### config.mk
export PLATFORM = sky130hd
export DESIGN_NAME = demux_rr_sequencer_flat
export DESIGN_NICKNAME = d
export VERILOG_FILES = /design/src/rtl/demux_rr_if.sv /design/src/rtl/demux_rr_sequencer.sv /design/src/flat_wrapper.sv
export SDC_FILE = /design/constraint.sdc
export NUM_CORES = 1
export LEC_CHECK = 0
export CORE_UTILIZATION = 40
export CTS_BUF_LIST = sky130_fd_sc_hd__clkbuf_2
export CTS_CLUSTER_DIAMETER = 200
export DETAILED_ROUTE_END_ITERATION = 8
export SLEW_MARGIN = 10
export SYNTH_ARGS = -nofsm -noshare
export SYNTH_HDL_FRONTEND = slang
export SYNTH_SLANG_ARGS = --single-unit
### constraint.sdc
create_clock -name clk -period 7.3 [get_ports clk]
set_input_delay 1.095 -clock clk [delete_from_list [all_inputs] [get_ports clk]]
set_output_delay 1.095 -clock clk [all_outputs]
set_load 0.01 [all_outputs]
### src/rtl/demux_rr_if.sv
// Control/data bundle between the round-robin sequencer and its driver.
// Master drives requests and data; slave returns select and strobes.
interface demux_rr_if #(
  parameter int N_CH    = 8,
  parameter int DWELL_W = 8
);
  localparam int SW = $clog2(N_CH);

  logic               en;
  logic               flush;
  logic [N_CH-1:0]    req;
  logic [DWELL_W-1:0] dwell_len;
  logic               din;
  logic [SW-1:0]      sel;
  logic               demux_i;
  logic               active;
  logic               done;
  logic               wrap;

  modport master (
    output en, flush, req, dwell_len, din,
    input  sel, demux_i, active, done, wrap
  );

  modport slave (
    input  en, flush, req, dwell_len, din,
    output sel, demux_i, active, done, wrap
  );
endinterface

### src/rtl/demux_rr_sequencer.sv
// Round-robin grant sequencer with programmable dwell in front of a 1:8
// demux; emits per-grant done and round-wrap strobes.
module demux_rr_sequencer #(
  parameter int N_CH    = 8,
  parameter int DWELL_W = 8
) (
  input logic        clk,
  input logic        rst_n,
  demux_rr_if.slave  bus
);
  localparam int SW = $clog2(N_CH);

  typedef enum logic {IDLE, DWELL} state_e;

  state_e             state_q, state_d;
  logic [SW-1:0]      sel_q, sel_d;
  logic [SW-1:0]      ptr_q, ptr_d;
  logic [SW-1:0]      prev_q, prev_d;
  logic [DWELL_W-1:0] cnt_q, cnt_d;
  logic               has_prev_q, has_prev_d;
  logic               wrap_q, wrap_d;

  logic [SW-1:0] pick;
  logic [SW-1:0] idx;
  logic          found;
  logic          last;
  logic          grant;

  // ptr already holds sel+1 from grant time, so it is the scan origin
  always_comb begin
    pick  = ptr_q;
    idx   = '0;
    found = 1'b0;
    for (int i = 0; i < N_CH; i++) begin
      idx = ptr_q + SW'(i);
      if (!found && bus.req[idx]) begin
        pick  = idx;
        found = 1'b1;
      end
    end
  end

  assign last  = (state_q == DWELL) && (cnt_q == DWELL_W'(1));
  assign grant = bus.en && found && ((state_q == IDLE) || last);

  always_comb begin
    state_d    = state_q;
    sel_d      = sel_q;
    ptr_d      = ptr_q;
    prev_d     = prev_q;
    cnt_d      = cnt_q;
    has_prev_d = has_prev_q;
    wrap_d     = 1'b0;
    if (bus.flush) begin
      state_d    = IDLE;
      cnt_d      = '0;
      has_prev_d = 1'b0;
    end else if (grant) begin
      state_d    = DWELL;
      sel_d      = pick;
      ptr_d      = pick + SW'(1);
      prev_d     = pick;
      has_prev_d = 1'b1;
      wrap_d     = has_prev_q && (pick <= prev_q);
      cnt_d      = (bus.dwell_len == '0) ? DWELL_W'(1)
                                         : bus.dwell_len;
    end else if (last) begin
      state_d = IDLE;
      cnt_d   = '0;
    end else if (state_q == DWELL) begin
      cnt_d = cnt_q - DWELL_W'(1);
    end
  end

  always_ff @(posedge clk or negedge rst_n) begin
    if (!rst_n) begin
      state_q    <= IDLE;
      sel_q      <= '0;
      ptr_q      <= '0;
      prev_q     <= '0;
      cnt_q      <= '0;
      has_prev_q <= 1'b0;
      wrap_q     <= 1'b0;
    end else begin
      state_q    <= state_d;
      sel_q      <= sel_d;
      ptr_q      <= ptr_d;
      prev_q     <= prev_d;
      cnt_q      <= cnt_d;
      has_prev_q <= has_prev_d;
      wrap_q     <= wrap_d;
    end
  end

  // an aborted grant never reports completion
  assign bus.sel     = sel_q;
  assign bus.active  = (state_q == DWELL);
  assign bus.done    = last && !bus.flush;
  assign bus.wrap    = wrap_q;
  assign bus.demux_i = bus.din && (state_q == DWELL);
endmodule

### src/flat_wrapper.sv
// flat-port wrapper written by rule: the top's interface ports become plain ports
module demux_rr_sequencer_flat 
#(
  parameter int N_CH    = 8,
  parameter int DWELL_W = 8
)
  (clk, rst_n, bus_en, bus_flush, bus_req, bus_dwell_len, bus_din, bus_sel, bus_demux_i, bus_active, bus_done, bus_wrap);
  demux_rr_if #(.N_CH(N_CH), .DWELL_W(DWELL_W)) bus_i ();
  input logic clk;
  input logic rst_n;
  input wire logic [$bits(bus_i.en)-1:0] bus_en;
  input wire logic [$bits(bus_i.flush)-1:0] bus_flush;
  input wire logic [$bits(bus_i.req)-1:0] bus_req;
  input wire logic [$bits(bus_i.dwell_len)-1:0] bus_dwell_len;
  input wire logic [$bits(bus_i.din)-1:0] bus_din;
  output wire logic [$bits(bus_i.sel)-1:0] bus_sel;
  output wire logic [$bits(bus_i.demux_i)-1:0] bus_demux_i;
  output wire logic [$bits(bus_i.active)-1:0] bus_active;
  output wire logic [$bits(bus_i.done)-1:0] bus_done;
  output wire logic [$bits(bus_i.wrap)-1:0] bus_wrap;
  assign bus_i.en = bus_en;
  assign bus_i.flush = bus_flush;
  assign bus_i.req = bus_req;
  assign bus_i.dwell_len = bus_dwell_len;
  assign bus_i.din = bus_din;
  assign bus_sel = bus_i.sel;
  assign bus_demux_i = bus_i.demux_i;
  assign bus_active = bus_i.active;
  assign bus_done = bus_i.done;
  assign bus_wrap = bus_i.wrap;
  demux_rr_sequencer #(.N_CH(N_CH), .DWELL_W(DWELL_W)) u_core (.clk(clk), .rst_n(rst_n), .bus(bus_i));
endmodule
==> run summary, run 1 <==
Max stage delay on crit path: 0.85 ns
Synth Area per Inst: 8.52 um2
drt total wl: 4700 um
vias in the first global route: 1706
total CTS buffers: 3
drt initial violations: 134
Antenna diodes: 0
cells along the critical path: inv_1, ha_1, mux2_1, mux4_2, nor3b_1, nor3b_1, o21ai_0, o2111ai_1, a22oi_1, ha_1, nor2_1, mux2_4, a41o_1, or3_1
Yosys top cell area share: 21.9%
post-CTS sizing: 0
post-synth top area cell: dfrtp_1
Slowest-stage cell, CP: dfrtp_1
ANT nets after route: 0
synth-to-layout area growth: 16.0%
Hold WC Path Type: reg2reg
top_reg_cell synth: dfrtp_1
Cell variety after synth: 55
die span in y: 71.7 um
Starting Density: 43.1%
Vias: 1800
aggregate global-route resource usage: 19.7%
CTS clk-pin slew, worst paths: 0.18 ns
core box area: 4500 um2
Via density: 5.96
Reg2Reg Setup Slack: 2.42 ns
IO Pins: 28
Max Fclk: 205 MHz
Post-Syn Nets: 257
Max-Slew Margin vs Limit: 46.4%
yosys warns: 0
Final Skew: 0.0246 ns
layout net count: 280
first-pass GRT wire length: 8100 um
full die area: 5140 um2
CP delay by family, top: multiplexers
Overflow after GRT: 0
Slew @ Worst Pin: 0.801 ns
Worst VDD drop: 0.000189 V
Post-synth top cells: nand2_1 (25), nor2_1 (19), dfrtp_1 (17)
Clock Sinks: 17
count of final max-slew check failures: 0
Mapped Cells: 228
setup total negative slack: 0 ns
Seq/Total Area, Yosys: 21.9%
gpl congestion: 0.906
Final setup viols: 0
leak pwr: 0.910 nW
Non-Filler Instances: 302
Mapped Area: 1940 um2
status: complete, no violations
area occupied by multi-input gates: 1420 um2
post-CTS setup buffer count: 0
buffers added on ports: 27
pwr dens: 468 nW/um2
synthesized flop and latch total: 17
# DRC: 0
CTS root buf: clkbuf_2
CTS tree: yes
Post-synth ARST share: 100%
CP startpoint kind: flip-flop
row count: 24
Max FO, Critical Path: 19
most instantiated library cell after synthesis: nand2_1
Worst setup EP type: flip-flop
Clock Path Buffers: 2
synth top area cells: dfrtp_1 (22%), mux4_2 (10%), ha_1 (5.2%)
CTS HTree Levels: 1
fin crit period: 4.88 ns
worst hold margin: 0.522 ns
Worst-Skew Late Latency: 0.31 ns
die width: 71.7 um
initial antenna violation count: 0
max_cap viols: 0
Initial DRT Pass Iterations: 5
placed cell count: 298
Final Hold Fails: 0
Hold-fix buffers, CTS: 0
worst path arrival time: 5.10 ns
drt wl/cell: 15.5 um
WP data required: 7.52 ns
ratio of cells with drive above 1 in the final layout: 11.6%
number of buffers and inverters on the critical path: 1
post-DP HPWL: 3600 um
crit path kind: reg2reg
largest net degree at the start of global routing: 21
RSZ-0062 raised after global routing: no
EDFF count, synth: 0
Seq. cell area: 425 um2
Filler cells: 442
Tcrit/Tclk final: 66.8%
## kinds of logic after synthesis
group / synth area share, %
muxes: 20.6
AOI/OAI and AO/OA: 24.0
DFF: 21.9
adders and majority gates: 5.15
and+or+nand+nor: 20.0
buffers and inverters: 5.15
xor gates and xnor gates: 3.16
## metrics by stage
step | area [um2] | power (mW) | setup WS, ns | util [%]
after floorplan | 1940 | 0.838 | 3.30 | -
after detailed placement | 2230 | 1.00 | 2.37 | 49.6
after global placement | 2230 | 1.01 | 2.40 | 49.6
final | 2250 | 1.05 | 2.42 | 50.1
after CTS | 2250 | 1.05 | 2.37 | 50.1
after global routing | 2250 | 1.16 | 1.98 | 50.1
## state kept, by name (all words and copies together), names as in the netlist
name               flops
u_core.bus.sel         3
u_core.has_prev_q      1
u_core.cnt_q           8
u_core.bus.active      1
u_core.bus.wrap        1
u_core.ptr_q           3
## per-layer routing
metal	vias to the layer above	part of all wire, %	GRT usage (%)
li1	892	-	-
met1	837	47	28.2
met2	67	45	31.1
met3	4	6.7	3.38
met4	0	0.92	4.58
met5	-	0	0
## power by group
group          internal, mW  switching, mW
clock                0.0145         0.0302
sequential            0.119         0.0600
combinational         0.391          0.441
## cells in the final DEF, fill, tap and decap left out, types with 3 or more instances in the layout
| cell | instances |
|---|---|
| a21oi_1 | 13 |
| a22oi_1 | 6 |
| and2_1 | 3 |
| clkbuf_2 | 4 |
| clkdlybuf4s50_1 | 27 |
| dfrtp_1 | 17 |
| ha_1 | 8 |
| inv_1 | 13 |
| mux2_2 | 8 |
| mux2i_1 | 7 |
| mux4_2 | 9 |
| nand2_1 | 25 |
| nand2b_1 | 6 |
| nand3_1 | 6 |
| nor2_1 | 19 |
| nor2b_1 | 7 |
| nor3_1 | 3 |
| nor3b_1 | 3 |
| o211ai_1 | 5 |
| o21ai_0 | 16 |
| xnor2_1 | 4 |
| xor2_1 | 3 |
## worst paths after layout
check | start | end | cells past startpoint
max in group asynchronous | rst_n | u_core.cnt_q[4] | 1
worst max-delay path | u_core.ptr_q[0] | u_core.ptr_q[2] | 14
min in group asynchronous | rst_n | u_core.bus.sel[2] | 1
worst min register to register | u_core.has_prev_q | u_core.has_prev_q | 2
worst min-delay path | u_core.has_prev_q | u_core.has_prev_q | 2
worst max register to register | u_core.ptr_q[0] | u_core.ptr_q[2] | 14
## cell type report
type / count / share of cell area (%)
Clock buffer: 4 / 0.888
Tap cell: 52 / 2.89
Timing Repair Buffer: 28 / 12.3
Multi-Input combinational cell: 188 / 62.9
Sequential cell: 17 / 18.9
Inverter: 13 / 2.16
## tightest hold or removal path: stages (launching register included)
cell and delay (ns):
dfrtp_1 0.38, nor2_1 0.05, nor2_1 0.07
Note: power is estimated with default switching activity, not from simulation.
==> run 2, diff against run 1 <==
==> constraint.sdc (replaced) <==
create_clock -name clk -period 4.2 [get_ports clk]
set_input_delay 0.63 -clock clk [delete_from_list [all_inputs] [get_ports clk]]
set_output_delay 0.63 -clock clk [all_outputs]
set_load 0.01 [all_outputs]
==> run 2 against run 1 <==
Effect of this change:
- largest power group unchanged
- fmax is 25% higher
- design area grew 2.1%
- largest cell class unchanged
- critical path depth is the same
- non-clock buffer count is 6 higher
- worst setup slack worse by 2.1 ns
==> run summary, run 2 (same netlist as run 1, synthesis figures left out) <==
status: complete, no violations
# DRC: 0 (unchanged)
WP data required: 4.41 ns (-3.11 ns)
CTS HTree Levels: 1 (unchanged)
Starting Density: 43.1% (unchanged)
ANT nets after route: 0 (unchanged)
first-pass GRT wire length: 7990 um (-1.4%)
Clock Path Buffers: 2 (unchanged)
Non-Filler Instances: 308 (+2.0%)
Final Skew: 0.0116 ns (-0.0130 ns)
Final Hold Fails: 0 (unchanged)
aggregate global-route resource usage: 19.6% (-0.089 points)
fin crit period: 3.90 ns (-0.983 ns)
row count: 24 (unchanged)
Max stage delay on crit path: 0.55 ns (-0.30 ns)
drt initial violations: 136 (+1.5%)
count of final max-slew check failures: 0 (unchanged)
WP depth: 14 (unchanged)
Most flops, register: u_core.cnt_q
Initial DRT Pass Iterations: 4 (-1)
placed cell count: 304 (+2.0%)
IO Pins: 28 (unchanged)
CTS root buf: clkbuf_2
Tcrit/Tclk final: 92.8% (+26 points)
Overflow after GRT: 0 (unchanged)
crit path kind: reg2reg
Reg2Reg Setup Slack: 0.30 ns (-2.12 ns)
Hold WC Path Type: reg2reg
drt total wl: 4770 um (+1.6%)
Worst setup EP type: flip-flop
Max-Slew Margin vs Limit: 28.7% (-18 points)
Final setup viols: 0 (unchanged)
full die area: 5140 um2 (unchanged)
post-DP HPWL: 3660 um (+1.6%)
worst r2r path cells: 14 (unchanged)
number of buffers and inverters on the critical path: 1 (unchanged)
RSZ-0062 raised after global routing: no
initial antenna violation count: 0 (unchanged)
Max Fclk: 257 MHz (+25%)
CTS clk-pin slew, worst paths: 0.18 ns (about the same)
largest net degree at the start of global routing: 21 (unchanged)
max_cap viols: 0 (unchanged)
synth-to-layout area growth: 18.5%
cells along the critical path: inv_1, ha_2, mux2_1, mux4_2, nor3b_1, nor3b_1, o21ai_0, o2111ai_1, a22oi_1, ha_1, nor2_1, mux2_4, a41o_1, or3_1
total CTS buffers: 3 (unchanged)
layout net count: 286 (+2.1%)
Hold Crit Depth: 1 (-1)
FF-to-FF End: u_core.ptr_q[2]
Via density: 5.92 (-0.75%)
ratio of cells with drive above 1 in the final layout: 14.1% (+2.5 points)
Max FO, Critical Path: 9 (-10)
Clock Sinks: 17 (unchanged)
RR Startpoint: u_core.ptr_q[0]
CP delay by family, top: multiplexers
gpl congestion: 0.890 (-1.8%)
die span in y: 71.7 um (unchanged)
commonest non-fill, non-tap cell in the layout: clkdlybuf4s50_1
most used cell, CP: nor3b_1
leak pwr: 0.938 nW (+3.0%)
max FFs per register: 8 (unchanged)
worst min-delay path endpoint: u_core.cnt_q[7]
CP startpoint kind: flip-flop
setup total negative slack: 0 ns (unchanged)
HP Start: u_core.cnt_q[7]
Antenna diodes: 0 (unchanged)
drt wl/cell: 15.5 um (-0.38%)
worst path arrival time: 4.11 ns (-0.99 ns)
pwr dens: 851 nW/um2 (+82%)
die width: 71.7 um (unchanged)
buffers added on ports: 27 (unchanged)
core box area: 4500 um2 (unchanged)
CTS tree: yes
vias in the first global route: 1656 (-2.9%)
Slew @ Worst Pin: 1.06 ns (+0.262 ns)
Vias: 1822 (+1.2%)
Slowest-stage cell, CP: mux4_2
most frequent cells in the layout: clkdlybuf4s50_1 (27), nand2_1 (25), nor2_1 (19)
Worst-Skew Late Latency: 0.31 ns (about the same)
Worst VDD drop: 0.000268 V (+42%)
-- run 2: how the worst max path moves through the flow --
| stage | start | endpoint |
|---|---|---|
| final | u_core.ptr_q[0] | u_core.ptr_q[2] |
| after global routing | u_core.ptr_q[0] | u_core.ptr_q[2] |
| after CTS | u_core.ptr_q[0] | u_core.ptr_q[2] |
| after detailed placement | bus_req[6] | u_core.ptr_q[2] |
| after global placement | bus_req[1] | u_core.ptr_q[2] |
| after floorplan | u_core.ptr_q[1] | u_core.ptr_q[2] |
-- run 2: layout make-up --
class / instances / area, um2
Sequential cell: 17 / 425
Timing Repair Buffer: 34 / 323
Multi-Input combinational cell: 188 / 1420
Tap cell: 52 / 65.1
Clock buffer: 4 / 20.0
Fill cell: 434 / 2200
Inverter: 13 / 48.8
-- run 2: repair_timing --
item,4_1_cts,5_1_grt
endpoints found under the hold margin,0,0
setup buffers,0,0
resized for setup,0,1
endpoints found under the setup margin,0,2
hold buffers,0,0
-- run 2: layer usage --
metal / vias up / part of all wire [%] / GRT usage, %
met1: 861 / 50 / 29.7
li1: 909 / - / -
met3: 6 / 4.8 / 4.36
met2: 46 / 45 / 28.5
met4: 0 / 0.71 / 4.14
met5: - / 0 / 0
-- run 2: power breakdown --
group          internal, mW  switching, mW  leakage [nW]
Clock                0.0252         0.0552        0.0166
Combinational         0.785          0.834         0.707
Sequential            0.207         0.0532         0.214
Total                  1.02          0.942         0.938
-- run 2: per-stage QoR --
step	setup slack (ns)	utilization, %	cell area, um2	hold WS (ns)	power (mW)
after floorplan	0.200	-	1940	0.334	1.46
after global placement	0.0169	50.6	2280	0.492	1.87
after detailed placement	0.0278	50.6	2280	0.497	1.86
after CTS	0.192	51.1	2300	0.535	1.95
after global routing	0.0406	51.1	2300	0.550	2.16
final	0.303	51.1	2300	0.530	1.96
